File: src/rtl/adda_capture_ctrl.sv
// AD/DA sequencer for the ULX3S J2 converter pair. It divides the clock into the conversion clocks,
// selects the DAC source, runs a triggered single-shot capture and streams the buffer out over valid/ready.
module adda_capture_ctrl #(
  parameter int unsigned CLK_DIV    = 4,
  parameter int unsigned DEPTH_LOG2 = 8
) (
  input  logic       i_clk,
  input  logic       i_rst,
  input  logic       i_arm,
  input  logic       i_abort,
  input  logic       i_force,
  input  logic [7:0] i_trig_level,
  input  logic       i_trig_rise,
  input  logic [1:0] i_da_src,
  input  logic [7:0] i_da_value,
  output logic       o_J2_AD_CLK,
  input  logic [7:0] i_J2_AD_PORT,
  output logic       o_J2_DA_CLK,
  output logic [7:0] o_J2_DA_PORT,
  output logic [7:0] o_rd_data,
  output logic       o_rd_valid,
  output logic       o_rd_last,
  input  logic       i_rd_ready,
  output logic [1:0] o_state
);

  localparam int unsigned CW = $clog2(CLK_DIV);
  localparam int unsigned AW = DEPTH_LOG2;
  localparam int unsigned N  = 1 << DEPTH_LOG2;
  localparam logic [CW-1:0] CNT_TICK  = CW'(CLK_DIV - 1);
  localparam logic [CW-1:0] CNT_DTICK = CW'(CLK_DIV / 2 - 1);
  localparam logic [AW-1:0] ADDR_LAST = AW'(N - 1);

  typedef enum logic [1:0] {
    S_IDLE    = 2'd0,
    S_ARMED   = 2'd1,
    S_CAPTURE = 2'd2,
    S_READOUT = 2'd3
  } state_t;

  logic [CW-1:0] r_cnt;
  logic          r_ad_clk;
  logic          r_da_clk;
  logic [7:0]    r_da_port;
  logic [7:0]    r_ad_sample;
  logic [7:0]    r_ramp;
  state_t        r_state;
  logic [AW-1:0] r_wr_addr;
  logic [AW-1:0] r_rd_addr;
  logic          r_force_pend;
  logic [7:0]    r_rd_data;
  logic          r_rd_valid;
  logic          r_rd_last;
  logic [7:0]    r_mem [N];

  logic          w_tick;
  logic          w_dtick;
  logic          w_cross;
  state_t        w_state_nxt;
  logic          w_wr_en;
  logic [AW-1:0] w_wr_addr_nxt;
  logic [AW-1:0] w_rd_addr_nxt;
  logic          w_force_nxt;
  logic          w_rd_load;
  logic          w_rd_valid_nxt;
  logic          w_rd_last_nxt;

  assign w_tick  = (r_cnt == CNT_TICK);
  assign w_dtick = (r_cnt == CNT_DTICK);
  // Crossing compares the previous conversion against the one being latched at this tick.
  assign w_cross = i_trig_rise ? ((r_ad_sample <  i_trig_level) && (i_J2_AD_PORT >= i_trig_level))
                               : ((r_ad_sample >= i_trig_level) && (i_J2_AD_PORT <  i_trig_level));

  // Conversion clock divider, ADC sampling and DAC source mux.
  always_ff @(posedge i_clk) begin
    if (i_rst) begin
      r_cnt       <= CNT_TICK;
      r_ad_clk    <= 1'b0;
      r_da_clk    <= 1'b0;
      r_da_port   <= 8'h80;
      r_ad_sample <= 8'h00;
      r_ramp      <= 8'h00;
    end else begin
      if (w_tick) begin
        r_cnt       <= '0;
        r_ad_clk    <= 1'b1;
        r_da_clk    <= 1'b1;
        r_ad_sample <= i_J2_AD_PORT;
      end else begin
        r_cnt <= r_cnt + CW'(1);
      end
      // DAC data changes on the falling conversion clock so it is settled before the next rise.
      if (w_dtick) begin
        r_ad_clk <= 1'b0;
        r_da_clk <= 1'b0;
        case (i_da_src)
          2'd0: r_da_port <= r_ad_sample;
          2'd1: r_da_port <= i_da_value;
          2'd2: begin
            r_da_port <= r_ramp;
            r_ramp    <= r_ramp + 8'd1;
          end
          default: r_da_port <= 8'hFF - r_ad_sample;
        endcase
      end
    end
  end

  // Capture/readout next-state logic.
  always_comb begin
    w_state_nxt    = r_state;
    w_wr_en        = 1'b0;
    w_wr_addr_nxt  = r_wr_addr;
    w_rd_addr_nxt  = r_rd_addr;
    w_force_nxt    = r_force_pend;
    w_rd_load      = 1'b0;
    w_rd_valid_nxt = r_rd_valid;
    w_rd_last_nxt  = r_rd_last;
    unique case (r_state)
      S_IDLE: begin
        w_wr_addr_nxt = '0;
        w_rd_addr_nxt = '0;
        w_force_nxt   = 1'b0;
        if (i_arm) w_state_nxt = S_ARMED;
      end
      S_ARMED: begin
        if (w_tick) begin
          w_force_nxt = 1'b0;
          if (i_force || r_force_pend || w_cross) begin
            w_state_nxt   = S_CAPTURE;
            w_wr_en       = 1'b1;
            w_wr_addr_nxt = AW'(1);
          end
        end else if (i_force) begin
          w_force_nxt = 1'b1;
        end
      end
      S_CAPTURE: begin
        if (w_tick) begin
          w_wr_en       = 1'b1;
          w_wr_addr_nxt = r_wr_addr + AW'(1);
          if (r_wr_addr == ADDR_LAST) begin
            w_state_nxt   = S_READOUT;
            w_rd_addr_nxt = '0;
          end
        end
      end
      S_READOUT: begin
        if (r_rd_valid && i_rd_ready && r_rd_last) begin
          w_state_nxt    = S_IDLE;
          w_rd_valid_nxt = 1'b0;
          w_rd_last_nxt  = 1'b0;
        end else if (!r_rd_valid || i_rd_ready) begin
          w_rd_load      = 1'b1;
          w_rd_valid_nxt = 1'b1;
          w_rd_last_nxt  = (r_rd_addr == ADDR_LAST);
          w_rd_addr_nxt  = r_rd_addr + AW'(1);
        end
      end
    endcase
    if (i_abort) begin
      w_state_nxt    = S_IDLE;
      w_wr_en        = 1'b0;
      w_force_nxt    = 1'b0;
      w_rd_load      = 1'b0;
      w_rd_valid_nxt = 1'b0;
      w_rd_last_nxt  = 1'b0;
    end
  end

  // State and readout registers.
  always_ff @(posedge i_clk) begin
    if (i_rst) begin
      r_state      <= S_IDLE;
      r_wr_addr    <= '0;
      r_rd_addr    <= '0;
      r_force_pend <= 1'b0;
      r_rd_data    <= 8'h00;
      r_rd_valid   <= 1'b0;
      r_rd_last    <= 1'b0;
    end else begin
      r_state      <= w_state_nxt;
      r_wr_addr    <= w_wr_addr_nxt;
      r_rd_addr    <= w_rd_addr_nxt;
      r_force_pend <= w_force_nxt;
      r_rd_valid   <= w_rd_valid_nxt;
      r_rd_last    <= w_rd_last_nxt;
      if (w_rd_load) r_rd_data <= r_mem[r_rd_addr];
    end
  end

  // Capture buffer keeps its contents across reset.
  always_ff @(posedge i_clk) begin
    if (w_wr_en && !i_rst) r_mem[r_wr_addr] <= i_J2_AD_PORT;
  end

  assign o_J2_AD_CLK  = r_ad_clk;
  assign o_J2_DA_CLK  = r_da_clk;
  assign o_J2_DA_PORT = r_da_port;
  assign o_rd_data    = r_rd_data;
  assign o_rd_valid   = r_rd_valid;
  assign o_rd_last    = r_rd_last;
  assign o_state      = 2'(r_state);

endmodule
File: config.mk
export PLATFORM = sky130hd
export DESIGN_NAME = adda_capture_ctrl
export DESIGN_NICKNAME = d
export VERILOG_FILES = /design/src/rtl/adda_capture_ctrl.sv
export SDC_FILE = /design/constraint.sdc
export NUM_CORES = 2
export LEC_CHECK = 0
export CORE_ASPECT_RATIO = 2
export CORE_MARGIN = 2
export CORE_UTILIZATION = 60
export CTS_CLUSTER_SIZE = 20
export DETAILED_ROUTE_END_ITERATION = 6
export PLACE_DENSITY = 0.75
export SLEW_MARGIN = 20
export SYNTH_ARGS = -nofsm -noshare
export SYNTH_HDL_FRONTEND = slang
export SYNTH_SLANG_ARGS = --single-unit
File: constraint.sdc
create_clock -name i_clk -period 4.5 [get_ports i_clk]
set_input_delay 0.675 -clock i_clk [delete_from_list [all_inputs] [get_ports i_clk]]
set_output_delay 0.675 -clock i_clk [all_outputs]
set_load 0.05 [all_outputs]
==> summary.txt <==
Yosys
  – Post-Syn Nets: 4,245
  – Largest family of logic cells by synthesized area: multiplexers
  – Register bit count reported by yosys: 2,104
  – Synth Instances: 4,184
  – Post-synth EDFFs: between 2,000 and 2,500
  – Synth Area in XOR/XNOR: 0.00136
  – Syn avg cell area: 20.1 um^2
  – Post-synthesis mux area share: 0.152
  – Synth Cell Area: approximately 0.084 mm^2
  – Synth warn: 0
  – Top_reg_cell synth: edfxtp_1
  – Top cells by area, synth: edfxtp_1, mux4_2, mux2i_1
  – Number of distinct library cells after synthesis: 80
  – Synth Area in Compound Gates: 0.0372
  – Seq/Total Area, Yosys: 0.745
  – Yosys top cell area share: 0.732
  – Yosys top cell by area: edfxtp_1
  – Post-Synth Adder-Cell Area: 0.00417
  – Post-synthesis async set-or-reset flop share: 0
  – Simple-gate area share of the yosys netlist: 0.0362

Finish
  – Final Net Count: roughly 4,700
  – Layout overhead on the synthesized area: 13.5%
  – Filler instances: 8,463
  – Final Util: 0.684
  – Layout cells sized above 1: 0.262

Timing
  – Slew headroom: 0.0825
  – Final slew viol count: 0
  – Clock skew: 0.0391 ns
  – Final worst slack: about 0.45 ns
  – Endpoints failing setup: 0
  – Hold Fails Final Rpt: 0
  – Setup TNS: 0 ns
  – Fmax: around 250 MHz
  – RSZ-0062 raised after global routing: false
  – Final period utilization: 0.900
  – Worst hold slack: 0.128 ns
  – Fin crit period: 4.05 ns
  – Slew of the pin with the lowest slew margin: between 1 and 1.5 ns

Route
  – Drt pass-1 iters: 5
  – Final WL: 249,000 um
  – Avg Vias per Cell: 7.05
  – Initial DRC count: 5,855
  – Drt wl/cell: between 30 and 40 um
  – Antenna Violating Nets Remaining: 0
  – Drt drc: 0
  – Vias post-DR: roughly 47,000

Flow run
  – Max-Cap Viols: 0

Worst hold path
  – Hold Path Stages: 1
  – HP Class: in -> reg

Clock network
  – CTS tree: done
  – CTS Hold Buffers Added: 0
  – Number of buffers created by CTS: roughly 180
  – Clk sink count: 2,104
  – Post-CTS setup buffer count: 0
  – Clock Latency Late Sink: between 0.8 and 0.9 ns
  – Clk pin slew, worst setup/hold paths: 0.07 ns
  – Clock buffer depth: 4
  – H-tree depth: 4
  – Post-CTS sizing: 0
  – Root buf cell: clkbuf_16

Power and ir drop
  – Maximum vdd drop: ~0.00030 V
  – Power density over cell area: 406 mW/mm^2
  – Total Power: 38.7 mW
  – LEAKAGE: 29.7 nW

Floorplan
  – Core area: 0.139 mm^2
  – Ports: 55
  – Total die area: 0.143 mm^2
  – FP Rows: 194
  – Starting density of the core: 0.603
  – Chip width: 269 um
  – Die H: 533 um

Worst setup path
  – Reg2reg path depth: 8
  – Setup CP Type: reg -> reg
  – Largest fanout on the critical path: 17
  – Req. time, crit path: 5.19 ns
  – CP Capture Type: flop
  – CP arrival: 4.74 ns
  – Critical Path Source Type: flop
  – Setup slack, reg-to-reg: 0.45 ns

Global route
  – Initial antenna violation count: 10
  – Global-route congestion overflow total: 0
  – Vias in the first global route: 47,000
  – Total GRT Usage: 0.350
  – First-pass GRT wire length: 346,000 um
  – Largest net degree at the start of global routing: 180

Placed design
  – Post-DP HPWL: 158,000 um
  – Routability cong.: 0.992
  – # port buffers: 54
  – Worst slack, placed: 0.0956 ns

Status
  – Status: complete, no violations
-- stage by stage --
step,area (um^2),instances
floorplan,84000,4184
finish,95300,6648
global route,95300,6633
CTS,95300,6632
detailed placement,89500,6322
global placement,89500,6322
-- worst max-delay path, cell delays in order (launching register included) --
cell	delay (ns)
dfxtp_4	0.78
buf_4	0.42
buf_4	0.26
mux4_1	0.62
mux4_2	0.54
a22oi_1	0.59
o211ai_1	0.29
nand3_1	0.27
a31oi_1	0.12
-- final timing paths --
kind / from / endpoint
max: r_rd_addr[0]$_SDFFE_PP0P_ / o_rd_data[4]$_SDFFE_PP0P_
min: i_J2_AD_PORT[6] / r_mem[251][6]$_DFFE_PP_
max reg2reg: r_rd_addr[0]$_SDFFE_PP0P_ / o_rd_data[4]$_SDFFE_PP0P_
min reg2reg: o_J2_DA_PORT[2]$_SDFFE_PP0P_ / o_J2_DA_PORT[2]$_SDFFE_PP0P_
-- layer usage --
layer | routed length, um | global-route usage
met2 | 123000 | 0.571
met1 | 74200 | 0.382
met4 | 27500 | 0.318
met5 | 78 | 0
met3 | 24100 | 0.0748
-- flip-flops by register name, indices dropped and copies added (netlist names) --
register / flops
o_rd_last: 1
r_ad_sample: 8
o_J2_DA_PORT: 8
r_force_pend: 1
r_cnt: 2
o_state: 2
r_rd_addr: 8
o_rd_data: 8
o_J2_DA_CLK: 1
r_mem: 2048
r_wr_addr: 8
o_rd_valid: 1
r_ramp: 8
-- placed cells by master (no fill, tap or decap), types with 23 or more instances in the layout --
| cell | instances |
|---|---|
| a21oi_1 | 95 |
| a31oi_1 | 23 |
| clkbuf_16 | 176 |
| o211ai_1 | 24 |
| a221oi_1 | 24 |
| clkdlybuf4s50_1 | 45 |
| ha_1 | 28 |
| inv_1 | 23 |
| a22oi_1 | 63 |
| mux4_1 | 56 |
| mux2i_1 | 193 |
| edfxtp_1 | 2048 |
| dfxtp_1 | 50 |
| nand3_1 | 44 |
| o21ai_0 | 35 |
| a211oi_1 | 29 |
| mux4_2 | 412 |
| nor2_1 | 153 |
| nand2_1 | 103 |
| nand2b_1 | 30 |
| buf_12 | 42 |
| bufinv_16 | 27 |
| nor3_1 | 201 |
| clkinv_1 | 33 |
| buf_4 | 457 |
| o221ai_1 | 28 |
-- cell type report --
type	instances	area [um^2]	area share
Antenna cell	16	40.0	0.000420
Clock buffer	194	4490	0.0471
Clock inverter	116	1340	0.0140
Inverter	28	109	0.00114
Multi-Input combinational cell	1775	19600	0.205
Sequential cell	2104	62600	0.657
Tap cell	1862	2330	0.0244
Timing Repair Buffer	553	4840	0.0507
-- cells by family after synthesis --
kind of cell,count (synthesis)
compound gates,438
buf+inv,305
simple gates,629
flops,2104
mux,667
xor+xnor,13
fa+ha+maj,28
-- power by group --
part | switching [mW] | internal, mW | total, mW
clock | 6.92 | 8.79 | 15.7
combinational | 0.952 | 0.512 | 1.46
sequential | 0.0343 | 21.5 | 21.5
total | 7.90 | 30.8 | 38.7
-- synth_stat cells (all sizes together), types with 9 or more instances --
| master | count |
|---|---|
| nand2b | 31 |
| inv | 25 |
| a31oi | 24 |
| ha | 28 |
| a221oi | 30 |
| nand2 | 104 |
| o21ai | 42 |
| nor4b | 16 |
| a21oi | 95 |
| mux2i | 193 |
| o211ai | 24 |
| nor3 | 201 |
| nand4 | 13 |
| edfxtp | 2048 |
| buf | 159 |
| a211oi | 31 |
| o221ai | 28 |
| clkbuf | 118 |
| or2 | 10 |
| a22oi | 63 |
| mux4 | 468 |
| nor2b | 15 |
| nor2 | 156 |
| dfxtp | 56 |
| a21o | 9 |
| nand3 | 44 |
| or3 | 15 |
| o22ai | 14 |
(Power assumes the default switching activity.)
